<file path="config.mk">
export PLATFORM = sky130hd
export DESIGN_NAME = mc_control_unit
export DESIGN_NICKNAME = d
export VERILOG_FILES = /design/src/rtl/mc_control_unit.sv
export SDC_FILE = /design/constraint.sdc
export NUM_CORES = 1
export LEC_CHECK = 0
export CELL_PAD_IN_SITES_DETAIL_PLACEMENT = 1
export CELL_PAD_IN_SITES_GLOBAL_PLACEMENT = 2
export CORE_MARGIN = 4
export CORE_UTILIZATION = 31
export DETAILED_ROUTE_END_ITERATION = 16
export PLACE_DENSITY_LB_ADDON = 0.1
export SLEW_MARGIN = 20
export SYNTH_ARGS = -nofsm -noshare
export SYNTH_HDL_FRONTEND = slang
export SYNTH_SLANG_ARGS = --single-unit
</file>
<file path="constraint.sdc">
create_clock -name clk -period 5.8 [get_ports clk]
set_input_delay 1.16 -clock clk [delete_from_list [all_inputs] [get_ports clk]]
set_output_delay 1.16 -clock clk [all_outputs]
set_load 0.05 [all_outputs]
</file>
<file path="src/rtl/mc_control_unit.sv">
// mc_control_unit
//   Main sequencing FSM for the multi-cycle processor datapath. Walks each
//   instruction through IF/ID/EX/MEM/WB, drives every datapath select and
//   write enable, stalls on mem_ready, counts retired instructions and keeps
//   a sticky illegal-opcode flag.
//
//   Ports:
//     clk, reset         clock, synchronous active-low reset
//     opcode             IR[31:26], valid from ID onward
//     zero               ALU zero flag (BEQ in EX)
//     mem_ready          memory access completes this cycle
//     state              current FSM state (IF=0 ID=1 EX=2 MEM=3 WB=4)
//     pcWrite/pc_src     PC load enable and source select
//     irWrite            IR load enable
//     aluSrc1/aluSrc2    ALU operand selects, aluOp ALU function
//     ext_op             immediate extension (1 = sign)
//     regWr1/regWr2      GPR / SP write enables, regSrc destination field
//     memSrc1/memSrc2    memory address / write-data selects
//     memRd/memWr        memory requests, wbData writeback select
//     illegal            sticky illegal-opcode flag
//     instr_count        retired-instruction counter (wraps)
//
//   Handshake: a memory request (memRd/memWr) is held asserted while the FSM
//   waits; the access completes in the cycle mem_ready=1, and only in that
//   cycle do the dependent write enables fire and the FSM advance.
module mc_control_unit #(
    parameter int CNT_W = 32
) (
    input  logic             clk,
    input  logic             reset,
    input  logic [5:0]       opcode,
    input  logic             zero,
    input  logic             mem_ready,
    output logic [2:0]       state,
    output logic             pcWrite,
    output logic [1:0]       pc_src,
    output logic             irWrite,
    output logic [1:0]       aluSrc1,
    output logic [1:0]       aluSrc2,
    output logic [1:0]       aluOp,
    output logic             ext_op,
    output logic             regWr1,
    output logic             regWr2,
    output logic             regSrc,
    output logic             memSrc1,
    output logic             memSrc2,
    output logic             memRd,
    output logic             memWr,
    output logic             wbData,
    output logic             illegal,
    output logic [CNT_W-1:0] instr_count
);

    typedef enum logic [2:0] {
        S_IF  = 3'd0,
        S_ID  = 3'd1,
        S_EX  = 3'd2,
        S_MEM = 3'd3,
        S_WB  = 3'd4
    } state_t;

    localparam logic [5:0] OP_AND  = 6'h00;
    localparam logic [5:0] OP_ADD  = 6'h01;
    localparam logic [5:0] OP_SUB  = 6'h02;
    localparam logic [5:0] OP_ANDI = 6'h03;
    localparam logic [5:0] OP_ADDI = 6'h04;
    localparam logic [5:0] OP_LW   = 6'h05;
    localparam logic [5:0] OP_SW   = 6'h06;
    localparam logic [5:0] OP_BEQ  = 6'h07;
    localparam logic [5:0] OP_J    = 6'h08;
    localparam logic [5:0] OP_CALL = 6'h09;
    localparam logic [5:0] OP_RET  = 6'h0A;

    state_t           state_q, state_d;
    logic [5:0]       op_q;
    logic             illegal_q;
    logic [CNT_W-1:0] cnt_q;
    logic             retire;
    logic             set_illegal;
    logic [5:0]       cur_op;

    always_ff @(posedge clk) begin
        if (!reset) begin
            state_q   <= S_IF;
            op_q      <= 6'h00;
            illegal_q <= 1'b0;
            cnt_q     <= '0;
        end else begin
            state_q <= state_d;
            if (state_q == S_ID)
                op_q <= opcode;
            if (set_illegal)
                illegal_q <= 1'b1;
            if (retire)
                cnt_q <= cnt_q + CNT_W'(1);
        end
    end

    // op_q is only loaded at the end of ID, so ID itself decodes the live opcode.
    assign cur_op = (state_q == S_ID) ? opcode : op_q;

    always_comb begin
        state_d     = state_q;
        retire      = 1'b0;
        set_illegal = 1'b0;
        pcWrite     = 1'b0;
        pc_src      = 2'b00;
        irWrite     = 1'b0;
        aluSrc1     = 2'b00;
        aluSrc2     = 2'b00;
        aluOp       = 2'b00;
        ext_op      = (cur_op != OP_ANDI);
        regWr1      = 1'b0;
        regWr2      = 1'b0;
        regSrc      = 1'b0;
        memSrc1     = 1'b0;
        memSrc2     = 1'b0;
        memRd       = 1'b0;
        memWr       = 1'b0;
        wbData      = 1'b0;
        state       = state_q;
        illegal     = illegal_q;
        instr_count = cnt_q;

        case (state_q)
            S_IF: begin
                // Fetch at PC while the ALU forms PC+1.
                memRd   = 1'b1;
                aluSrc2 = 2'b10;
                aluOp   = 2'b01;
                if (mem_ready) begin
                    irWrite = 1'b1;
                    pcWrite = 1'b1;
                    state_d = S_ID;
                end
            end
            S_ID: begin
                case (opcode)
                    OP_J: begin
                        pcWrite = 1'b1;
                        pc_src  = 2'b10;
                        retire  = 1'b1;
                        state_d = S_IF;
                    end
                    OP_CALL: state_d = S_MEM;
                    OP_AND, OP_ADD, OP_SUB, OP_ANDI, OP_ADDI,
                    OP_LW, OP_SW, OP_BEQ, OP_RET: state_d = S_EX;
                    default: begin
                        set_illegal = 1'b1;
                        state_d     = S_IF;
                    end
                endcase
            end
            S_EX: begin
                aluSrc1 = 2'b01;
                case (op_q)
                    OP_AND:  begin aluOp = 2'b00; state_d = S_WB; end
                    OP_ADD:  begin aluOp = 2'b01; state_d = S_WB; end
                    OP_SUB:  begin aluOp = 2'b10; state_d = S_WB; end
                    OP_ANDI: begin aluSrc2 = 2'b01; aluOp = 2'b00; state_d = S_WB; end
                    OP_ADDI: begin aluSrc2 = 2'b01; aluOp = 2'b01; state_d = S_WB; end
                    OP_LW, OP_SW: begin
                        aluSrc2 = 2'b01;
                        aluOp   = 2'b01;
                        state_d = S_MEM;
                    end
                    OP_BEQ: begin
                        aluOp   = 2'b10;
                        pcWrite = zero;
                        pc_src  = 2'b01;
                        retire  = 1'b1;
                        state_d = S_IF;
                    end
                    OP_RET: begin
                        // Pre-decrement SP so MEM reads the return address.
                        aluSrc1 = 2'b10;
                        aluSrc2 = 2'b10;
                        aluOp   = 2'b10;
                        regWr2  = 1'b1;
                        state_d = S_MEM;
                    end
                    default: begin
                        aluSrc1 = 2'b00;
                        state_d = S_IF;
                    end
                endcase
            end
            S_MEM: begin
                case (op_q)
                    OP_LW: begin
                        memRd = 1'b1;
                        if (mem_ready) state_d = S_WB;
                    end
                    OP_SW: begin
                        memWr = 1'b1;
                        if (mem_ready) begin
                            retire  = 1'b1;
                            state_d = S_IF;
                        end
                    end
                    OP_CALL: begin
                        // Push PC at SP while the ALU forms SP+1.
                        memWr   = 1'b1;
                        memSrc1 = 1'b1;
                        memSrc2 = 1'b1;
                        aluSrc1 = 2'b10;
                        aluSrc2 = 2'b10;
                        aluOp   = 2'b01;
                        if (mem_ready) begin
                            regWr2  = 1'b1;
                            pcWrite = 1'b1;
                            pc_src  = 2'b10;
                            retire  = 1'b1;
                            state_d = S_IF;
                        end
                    end
                    OP_RET: begin
                        memRd   = 1'b1;
                        memSrc1 = 1'b1;
                        if (mem_ready) begin
                            pcWrite = 1'b1;
                            pc_src  = 2'b11;
                            retire  = 1'b1;
                            state_d = S_IF;
                        end
                    end
                    default: state_d = S_IF;
                endcase
            end
            S_WB: begin
                regWr1  = 1'b1;
                regSrc  = (op_q != OP_AND) && (op_q != OP_ADD) && (op_q != OP_SUB);
                wbData  = (op_q == OP_LW);
                retire  = 1'b1;
                state_d = S_IF;
            end
            default: state_d = S_IF;
        endcase

        // Reset overrides everything, including an in-flight memory access.
        if (!reset) begin
            retire      = 1'b0;
            set_illegal = 1'b0;
            pcWrite     = 1'b0;
            pc_src      = 2'b00;
            irWrite     = 1'b0;
            aluSrc1     = 2'b00;
            aluSrc2     = 2'b00;
            aluOp       = 2'b00;
            ext_op      = 1'b0;
            regWr1      = 1'b0;
            regWr2      = 1'b0;
            regSrc      = 1'b0;
            memSrc1     = 1'b0;
            memSrc2     = 1'b0;
            memRd       = 1'b0;
            memWr       = 1'b0;
            wbData      = 1'b0;
            state       = 3'd0;
            illegal     = 1'b0;
            instr_count = '0;
        end
    end

endmodule

</file>
# ---- Word level (Yosys, flattened, before mapping)
# Index checks and enable logic that the tools add are counted.
dict set report totals {
  reg_bits 42
  output_inout_bits 55
}
dict set report op_classes {
  addsub 1
  n_mux 67
  n_eq_ne 29
  n_reduce_logical 19
}
# cell n
set ops {}
lappend ops {{== test 6 x 3 -> 1 bit (second input constant)} 8}
lappend ops {{two-way mux 1 bit} 37}
lappend ops {{adder 32 x 1 -> 32 bit (second input constant)} 1}
lappend ops {{two-way mux 32 bit} 1}
lappend ops {{== test 6 x 4 -> 1 bit (second input constant)} 5}
lappend ops {{== test 6 x 2 -> 1 bit (second input constant)} 4}
lappend ops {{case mux 2 bit (2 select lines)} 6}
lappend ops {{case mux 2 bit (3 select lines)} 3}
lappend ops {{two-way mux 2 bit} 8}
lappend ops {{== test 6 x 1 -> 1 bit (second input constant)} 2}
lappend ops {{zero test 6 bit} 2}
lappend ops {{two-way mux 3 bit} 4}
lappend ops {{!= test 6 x 2 -> 1 bit (second input constant)} 2}
lappend ops {{case mux 3 bit (2 select lines)} 2}
lappend ops {{case mux 3 bit (4 select lines)} 1}
lappend ops {{OR reduction 11 bit} 1}
lappend ops {{OR reduction 3 bit} 3}
lappend ops {{OR reduction 9 bit} 1}
lappend ops {{case mux 1 bit (4 select lines)} 2}
lappend ops {{OR reduction 4 bit} 2}
lappend ops {{OR reduction 8 bit} 1}
lappend ops {{== test 3 x 2 -> 1 bit (second input constant)} 2}
lappend ops {{two-way mux 6 bit} 1}
lappend ops {{!= test 3 bit (second input constant)} 2}
lappend ops {{other kinds (11)} 15}

# ---- Depth between registers and ports, before layout
# Gate-level depths: netlist (run 1).
dict set report logic_depth {
  ltp_word 5
  ltp_mapped 8
}

# ---- Worst setup path after synthesis (run 1)
# OpenSTA, ideal clock, no wires.
dict set report synth_timing {
  path_type {input -> output}
  start {input reset}
  end {output wbData}
  path_buffers 1
  path_stages 4
  arrival_time_ns 3.469
  t_required_ns 4.640
  slack_ns 1.171
  path_cell_list {clkbuf_1 > and2_1 > nand2_1 > nor4_1}
}
dict set report synth_via {
  elab_chain_cells 1
}
# element line_no
set synth_lines {}
lappend synth_lines {{start, declared} 30} ;# input logic reset,
lappend synth_lines {{two-way mux 1 bit} 241} ;# if (!reset) begin
lappend synth_lines {{end, declared} 49} ;# output logic wbData,
# No other way between the ends.

# ---- Worst setup path in the final report (run 1)
dict set report layout_timing {
  start {input opcode[3]}
  end {output pcWrite}
}
dict set report layout_via {
  elab_chain_cells 4
}
# element line_no
set layout_lines {}
lappend layout_lines {{start, declared} 31} ;# input logic [5:0] opcode,
lappend layout_lines {{== test 6 x 4 -> 1 bit} 138} ;# case (opcode)
lappend layout_lines {{two-way mux 1 bit} 138}
lappend layout_lines {{case mux 1 bit (4 select lines)} 125} ;# case (state_q)
lappend layout_lines {{two-way mux 1 bit} 241}
lappend layout_lines {{end, declared} 35} ;# output logic pcWrite,
# No other way between the ends.

==> reports/results.tsv, run 1 <==
metric	value	unit
htreeDepth	2	
ant_nets	0	
wl	8668	um
cts_hold_buf	0	
chipWidth	103.2	um
synthesis.area	2809	um^2
coreArea	8763	um^2
maxCapViolCount	0	
first_global_vias	2800	
critPathSlowestCell	clkdlybuf4s50_1	
synth_compound_area_share	15.99	%
cp_max_fo	4	
synth_mux_area_share	12.03	%
final.setup.tns	0	ps
fin_nets	426	
synth-edff-count	0	
antennaDiodeCount	0	
synth_nets	372	
port_buffers	64	
grt_max_degree	32	
crit_chain	clkdlybuf4s50_1 > or4b_2 > nor4_4 > a31oi_1 > a31oi_1 > clkdlybuf4s50_1	
rsz0062_at_grt	no	
grt_pass1_wl	14170	um
worst_pin_slew	806.3	ps
outcome	finished clean	
grtUsageTotal	16.76	%
fin_crit_sh	85.38	%
synth_cells	361	
clk_latency	290	ps
cp.required	4640	ps
path_class	input pin to primary output	
fp.dieH	103.2	um
yosys_register_bits	42	
area_delta_synth_final	30.16	%
synth.avg_cell_area	7.781	um^2
p_per_area	166.6	nW/um^2
wl_per_cell	16.57	um
drt_iter0_markers	48	
drc_errors	0	
startpoint_type	input pin	
slew_viol_final	0	
cts_inserted_buffers	5	
die-area	10650	um^2
initial_core_util	32.05	%
leakage	1.275	nW
cts-resized-gates	0	
fin_skew	6.042	ps
hold_viol	0	
period_minus_slack	4952	ps
placed_area	3580	um^2
gp_congestion	0.8011	
num_vias	2757	
first_pass_iters	4	
ys.flop_type	dfxtp_1	
max_freq	201.9	MHz
cts_tree	built	
cts_buffer_depth	2	
synth_cell_types	50	
post-dp-hpwl	6534	um
cts_setup_buffers	0	
yosys_warnings	0	
worst_path_largest_cell_delay	820	ps
rows	34	
synth_fa_ha_area_share	0.4454	%
vias_per_cell	5.272	
cp.arrival	3790	ps
path_clk_slew	80	ps
io_pins	65	
peakVddDrop	0.00006454	V
ys_seq_area_share	29.93	%
clkSinkCount	42	
synthSimpleGateAreaFrac	35.68	%
grt_antenna_before_repair	0	
async_flop_share	0	%
synth_top_family_by_area	simple AND/OR/NAND/NOR gates	
root_buffer	clkbuf_8	
grt_overflow	0	
fillers	1051	
setup_viol	0	
cp-end-kind	primary output	
postLayoutCellArea	3656	um^2
slew_headroom	46.13	%
min_path_type	flip-flop to flip-flop	
synth-xor-area-share	0.9354	%
layout-drive-gt1-share	13.25	%
==> final cells by class <==
class	instances	area (um^2)	area share [%]
Inverter	8	30.03	0.8214
Tap cell	108	135.1	3.696
Timing Repair Buffer	71	733.2	20.05
Sequential cell	42	840.8	23.00
Clock buffer	7	76.32	2.088
Multi-Input combinational cell	287	1841	50.34
==> where the power goes <==
group / internal (mW) / leakage, nW / total [mW] / switching (mW)
Clock: 0.0831 / 0.0383 / 0.181 / 0.0976
Combinational: 0.0415 / 0.897 / 0.117 / 0.0753
Sequential: 0.295 / 0.339 / 0.311 / 0.0168
==> worst max-delay path: cells and delay by family <==
| kind | cells | cell delay [ps] |
|---|---|---|
| AO/OA/AOI/OAI | 2 | 330 |
| buffers and inverters | 2 | 1340 |
| AND/OR/NAND/NOR | 2 | 950 |
==> registers in the layout (all words and copies together), names as in the netlist <==
name	cells
cnt_q	32
op_q	6
state_q	3
illegal_q	1
==> routing by layer <==
metal	GRT usage (%)	vias to the layer above	wire (um)
met5	0	-	0
met4	3.287	0	57
met3	2.683	5	280
met2	27.92	54	4084
met1	23.03	1312	4245
li1	-	1386	-
==> worst paths after layout <==
check                                 from         to  slack, ps  cells past startpoint
worst max register to register  state_q[0]  cnt_q[23]       2790                      6
worst max-delay path             opcode[3]    pcWrite        850                      6
worst min-delay path             illegal_q  illegal_q        480                      2
worst min register to register   illegal_q  illegal_q        480                      2
==> per-stage QoR <==
stage               hold slack (ps)  setup WS, ps  util, %  power (mW)  instances
floorplan                     431.7          1171        -      0.3946        361
global placement              448.2         874.3    40.85      0.4351        516
detailed placement            467.3         842.9    40.85      0.4366        516
CTS                           486.9         838.7    41.72      0.6216        523
global route                  517.5         765.2    41.72      0.6446        523
finish                        480.7         847.9    41.72      0.6090        523
==> cells in the mapped netlist, types with 2 or more instances <==
cell type  instances  area (um^2)
inv_1              7        26.28
mux2_1             2        22.52
nand4_1           11        68.82
a211oi_1           8        60.06
o22ai_1            2        12.51
xor2_1             3        26.28
dfxtp_1           42        840.8
buf_6              2        22.52
nand3_1           15        75.07
and3_1             5        31.28
o21ai_0            3        15.01
nand2b_1           2        12.51
a31oi_1            3        18.77
a21oi_1           34        170.2
a2111oi_0          2        17.52
nand2_1           33        123.9
mux2_2            28        315.3
and2_1            36        225.2
nor4_1             4        25.02
buf_2              3        15.01
nor2b_1            6        37.54
or2_2              3        18.77
nor3b_1            3        22.52
a2111oi_4          2        55.05
nor2_1            52        195.2
a21boi_0           2        15.01
nor3_1             6        30.03
o211ai_1           2        15.01
clkbuf_1          17        63.81
nand3b_1           3        22.52
==> placed cells by master, fill, tap and decap left out, drive strengths merged, types with 6 or more instances in the layout <==
master,instances
a211oi,8
a21oi,34
nand4,11
nand2,33
clkdlybuf4s50,60
mux2,30
inv,7
buf,11
nor3,6
clkbuf,7
dfxtp,42
and2,36
nand3,15
nor2b,6
nor2,52
==> kinds of logic after synthesis <==
logic type | Yosys count
AND/OR/NAND/NOR | 188
adder cells (fa/ha/maj) | 1
buffers and inverters | 32
XOR/XNOR | 3
AO/OA/AOI/OAI | 65
multiplexers | 30
flip-flops | 42
Note: power is estimated with default switching activity, not from simulation.
==> inputs of run 2 (changes only) <==
--- a/config.mk
+++ b/config.mk
@@ -8,7 +8,7 @@
 export CELL_PAD_IN_SITES_DETAIL_PLACEMENT = 1
 export CELL_PAD_IN_SITES_GLOBAL_PLACEMENT = 2
 export CORE_MARGIN = 4
-export CORE_UTILIZATION = 31
+export CORE_UTILIZATION = 26
 export DETAILED_ROUTE_END_ITERATION = 16
 export PLACE_DENSITY_LB_ADDON = 0.1
 export SLEW_MARGIN = 20
==> constraint.sdc (replaced) <==
create_clock -name clk -period 4.2 [get_ports clk]
set_input_delay 0.84 -clock clk [delete_from_list [all_inputs] [get_ports clk]]
set_output_delay 0.84 -clock clk [all_outputs]
set_load 0.05 [all_outputs]
==> run 2 against run 1 <==
Sequential share of layout area is 0.89 points lower. Sequential cell count stayed put. Combinational power is 50% higher. Register-to-register slack worse by 1400 ps. Global-route usage is 2.2 points lower. Non-clock buffer count is 4 higher. Highest routed layer unchanged. Cell count is 6.3% higher. Via count is 1.0% higher. First-iteration DRC count is 54% higher. Critical endpoint is now pc_src[1]. Worst setup slack worse by 450 ps. Critical path depth stayed put. Power is 44% higher.
==> reports/results.tsv, run 2 (synthesis results as in run 1) <==
metric	value	unit
startpoint_type	input pin	
coreArea	10420	um^2
clk_latency	300	ps
leakage	1.449	nW
clkSinkCount	42	
grt_max_degree	23	
root_buffer	clkbuf_8	
path_class	input pin to primary output	
wl_per_cell	16.19	um
port_buffers	64	
cts_setup_buffers	0	
cp.arrival	2960	ps
cp.required	3360	ps
cts-resized-gates	0	
chipWidth	111.9	um
cts_hold_buf	0	
slew_viol_final	0	
regMostFlops	cnt_q	
first_pass_iters	4	
cts_tree	built	
dp_cells	548	
period_minus_slack	3798	ps
grt_overflow	0	
antennaDiodeCount	0	
fin_crit_sh	90.42	%
setup_viol	0	
cp-end-kind	primary output	
reg_top3	cnt_q x32, op_q x6, state_q x3	
final.setup.tns	0	ps
path_clk_slew	90	ps
layout-drive-gt1-share	26.67	%
max_freq	263.3	MHz
drc_errors	0	
rows	37	
first_global_vias	2884	
vias_per_cell	5.009	
grtUsageTotal	14.56	%
final_cell_mix	nor2_1 (52), buf_4 (46), dfxtp_1 (42)	
largest_reg_flops	32	
num_vias	2785	
slew_headroom	48.19	%
stdcell_count	556	
fp.dieH	111.9	um
fin_nets	430	
peakVddDrop	0.0001313	V
hold_viol	0	
ant_nets	0	
cts_buffer_depth	2	
drt_iter0_markers	74	
maxCapViolCount	0	
grt_pass1_wl	15240	um
p_total	875.8	uW
grt_antenna_before_repair	0	
post-dp-hpwl	6966	um
die-area	12530	um^2
outcome	finished clean	
rsz0062_at_grt	no	
worst_pin_slew	775.3	ps
wl	9001	um
cts_inserted_buffers	5	
htreeDepth	2	
initial_core_util	26.97	%
cp_max_fo	3	
min_path_type	flip-flop to flip-flop	
io_pins	65	
fin_skew	10.51	ps
gp_congestion	0.7469	
area_delta_synth_final	35.41	%
p_per_area	230.3	nW/um^2
final_common_cell	nor2_1	
==> run 2: worst paths after layout <==
kind / from / endpoint / slack [ps] / depth (start not counted)
max: opcode[4] / pc_src[1] / 400 / 6
min: illegal_q / illegal_q / 480 / 2
max reg2reg: state_q[0] / cnt_q[30] / 1410 / 6
min reg2reg: illegal_q / illegal_q / 480 / 2
==> run 2: where the power goes <==
part / switching [mW] / internal, mW
Clock: 0.154 / 0.118
Sequential: 0.0212 / 0.407
Combinational: 0.107 / 0.0686
Total: 0.282 / 0.593
==> run 2: routing by layer <==
| metal | up-vias | wire (um) | GRT usage, % |
|---|---|---|---|
| met1 | 1326 | 4571 | 20.30 |
| met2 | 58 | 4035 | 23.86 |
| met5 | - | 0 | 0 |
| met4 | 0 | 57 | 2.644 |
| li1 | 1396 | - | - |
| met3 | 5 | 337 | 2.500 |
==> run 2: critical path, stage by stage <==
cell and delay [ps]:
clkdlybuf4s50_1 440, or4b_2 740, nor4_4 310, a31oi_1 130, nor3_1 320, buf_12 190
==> run 2: metrics by stage <==
stage | hold slack [ps] | setup WS [ps] | cell area, um^2 | utilization, %
global route | 551.7 | 309.2 | 3804 | 36.52
finish | 476.3 | 402.3 | 3804 | 36.52
floorplan | 431.7 | 211.1 | 2809 | -
CTS | 489.9 | 395.5 | 3804 | 36.52
global placement | 445.6 | 395.3 | 3717 | 35.69
detailed placement | 462.9 | 396.4 | 3717 | 35.69
==> run 2: layout make-up <==
cell class,count,area (um^2)
repair buffers,75,835.8
inverters,8,30.03
clock buffers,6,72.57
clock inverters,2,13.76
multi-input cells,287,1841
fillers,1262,6613
well taps,136,170.2
flip-flops and latches,42,840.8
==> inputs of run 3 (changes only) <==
--- a/config.mk
+++ b/config.mk
@@ -5,10 +5,9 @@
 export SDC_FILE = /design/constraint.sdc
 export NUM_CORES = 1
 export LEC_CHECK = 0
-export CELL_PAD_IN_SITES_DETAIL_PLACEMENT = 1
-export CELL_PAD_IN_SITES_GLOBAL_PLACEMENT = 2
-export CORE_MARGIN = 4
-export CORE_UTILIZATION = 26
+export CELL_PAD_IN_SITES_DETAIL_PLACEMENT = 0
+export CELL_PAD_IN_SITES_GLOBAL_PLACEMENT = 1
+export CORE_UTILIZATION = 33
 export DETAILED_ROUTE_END_ITERATION = 16
 export PLACE_DENSITY_LB_ADDON = 0.1
 export SLEW_MARGIN = 20
==> run 3 against run 2 <==
Non-clock buffer count is 1 higher. Sequential power about the same. Combinational power about the same. Clock-buffer cell count fell by 1. Cell area shrank 0.56%. Clock skew decreased by 3.0 ps. Hold slack worse by 2.8 ps. Via count down 2.1%. Critical path depth unchanged. Worst setup slack gained 52 ps. Wire length down 15%.
==> reports/results.tsv, run 3 (synthesis results as in run 1) <==
metric	value	unit
multi_input_area	1841	um^2
coreArea	8217	um^2
path_class	input pin to primary output	
cp.required	3360	ps
root_buffer	clkbuf_8	
min_path_type	flip-flop to flip-flop	
largest_reg_flops	32	
worst_path_largest_cell_delay	650	ps
drt_iter0_markers	92	
fillers	846	
fin_nets	431	
wl_per_cell	14.60	um
slew_headroom	54.46	%
first_pass_iters	4	
grt_overflow	0	
clk_latency	290	ps
io_pins	65	
seqCellArea	840.8	um^2
outcome	finished clean	
cts_setup_buffers	0	
gp_congestion	0.8144	
p_total	925.4	uW
cts-resized-gates	0	
cts_buffer_depth	2	
drc_errors	0	
max_freq	267.0	MHz
min_to	illegal_q	
ff2ff_setup_slack	1380	ps
crit_chain	clkdlybuf4s50_1 > or4b_2 > nor4_4 > a31oi_1 > a31oi_1 > buf_12	
area_delta_synth_final	34.65	%
cts_inserted_buffers	5	
cts_tree	built	
critPathSlowestCell	or4b_2	
port_buffers	64	
cp-end-kind	primary output	
rows	33	
maxCapViolCount	0	
worst-r2r-cell-count	5	
startpoint_type	input pin	
first_global_vias	2510	
final_common_cell	nor2_1	
cp.arrival	2910	ps
clkSinkCount	42	
reg_top3	cnt_q x32, op_q x6, state_q x3	
die-area	8885	um^2
post-dp-hpwl	5764	um
worst_pin_slew	683.2	ps
antennaDiodeCount	0	
grt_pass1_wl	12480	um
fin_crit_sh	89.18	%
htreeDepth	2	
setup_viol	0	
fp.dieH	94.26	um
p_per_area	244.7	nW/um^2
grt_antenna_before_repair	0	
final.setup.tns	0	ps
whs_path_depth	2	
hp-start	illegal_q	
grt_max_degree	25	
ant_nets	0	
worstReg2RegStart	state_q[0]	
chipWidth	94.26	um
num_vias	2726	
rsz0062_at_grt	no	
cp_max_fo	4	
slew_viol_final	0	
cts_hold_buf	0	
grtUsageTotal	17.65	%
final_cell_mix	nor2_1 (52), buf_4 (48), dfxtp_1 (42)	
initial_core_util	34.19	%
peakVddDrop	0.00009100	V
path_clk_slew	80	ps
wl	7682	um
reg2reg_to	cnt_q[22]	
layout-drive-gt1-share	27.08	%
vias_per_cell	5.183	
leakage	1.464	nW
period_minus_slack	3746	ps
hold_viol	0	
cpMostUsedCell	a31oi_1	
fin_skew	7.533	ps
regMostFlops	cnt_q	
[run 3: how the worst max path moves through the flow]
stage / from / end / slack, ps / depth (start not counted)
floorplan: reset / wbData / 210 / 4
CTS: opcode[4] / pcWrite / 440 / 6
global route: opcode[3] / pcWrite / 360 / 6
finish: opcode[3] / pcWrite / 450 / 6
global placement: opcode[4] / pcWrite / 460 / 6
detailed placement: opcode[4] / pcWrite / 440 / 6
[run 3: critical path, delay by kind of cell]
| family | cells | cell delay, ps |
|---|---|---|
| buffers and inverters | 2 | 690 |
| and+or+nand+nor | 2 | 940 |
| AOI/OAI and AO/OA | 2 | 420 |
[run 3: metrics by stage]
stage          util, %  hold slack [ps]  cell area, um^2  setup slack, ps  cells
6_report         46.03            473.6             3782            454.4    526
2_1_floorplan        -            431.7             2809            211.1    361
5_1_grt          46.03            490.3             3782            356.9    526
4_1_cts          46.03            477.1             3782            443.9    526
3_3_place_gp     44.71            451.7             3674            460.1    518
3_5_place_dp     44.71            456.3             3674            444.7    518
[run 3: cell type report]
class                           instances  area share (%)
Inverter                                8          0.7939
Tap cell                              105           3.473
Multi-Input combinational cell        287           48.66
Clock inverter                          3           1.059
Sequential cell                        42           22.23
Timing Repair Buffer                   76           21.96
Clock buffer                            5           1.819
[run 3: report_power, final]
part / internal, mW / leakage (nW) / total [mW] / switching (mW)
Clock: 0.175 / 0.0579 / 0.321 / 0.146
Sequential: 0.407 / 0.339 / 0.429 / 0.0216
Combinational: 0.0703 / 1.07 / 0.176 / 0.105
[run 3: per-layer routing]
layer	track usage, %	part of all wire (%)	up-vias
met5	0	0	-
met4	3.590	0.39	0
met3	2.994	5.1	2
met2	28.56	46	63
met1	24.38	49	1268
li1	-	-	1393
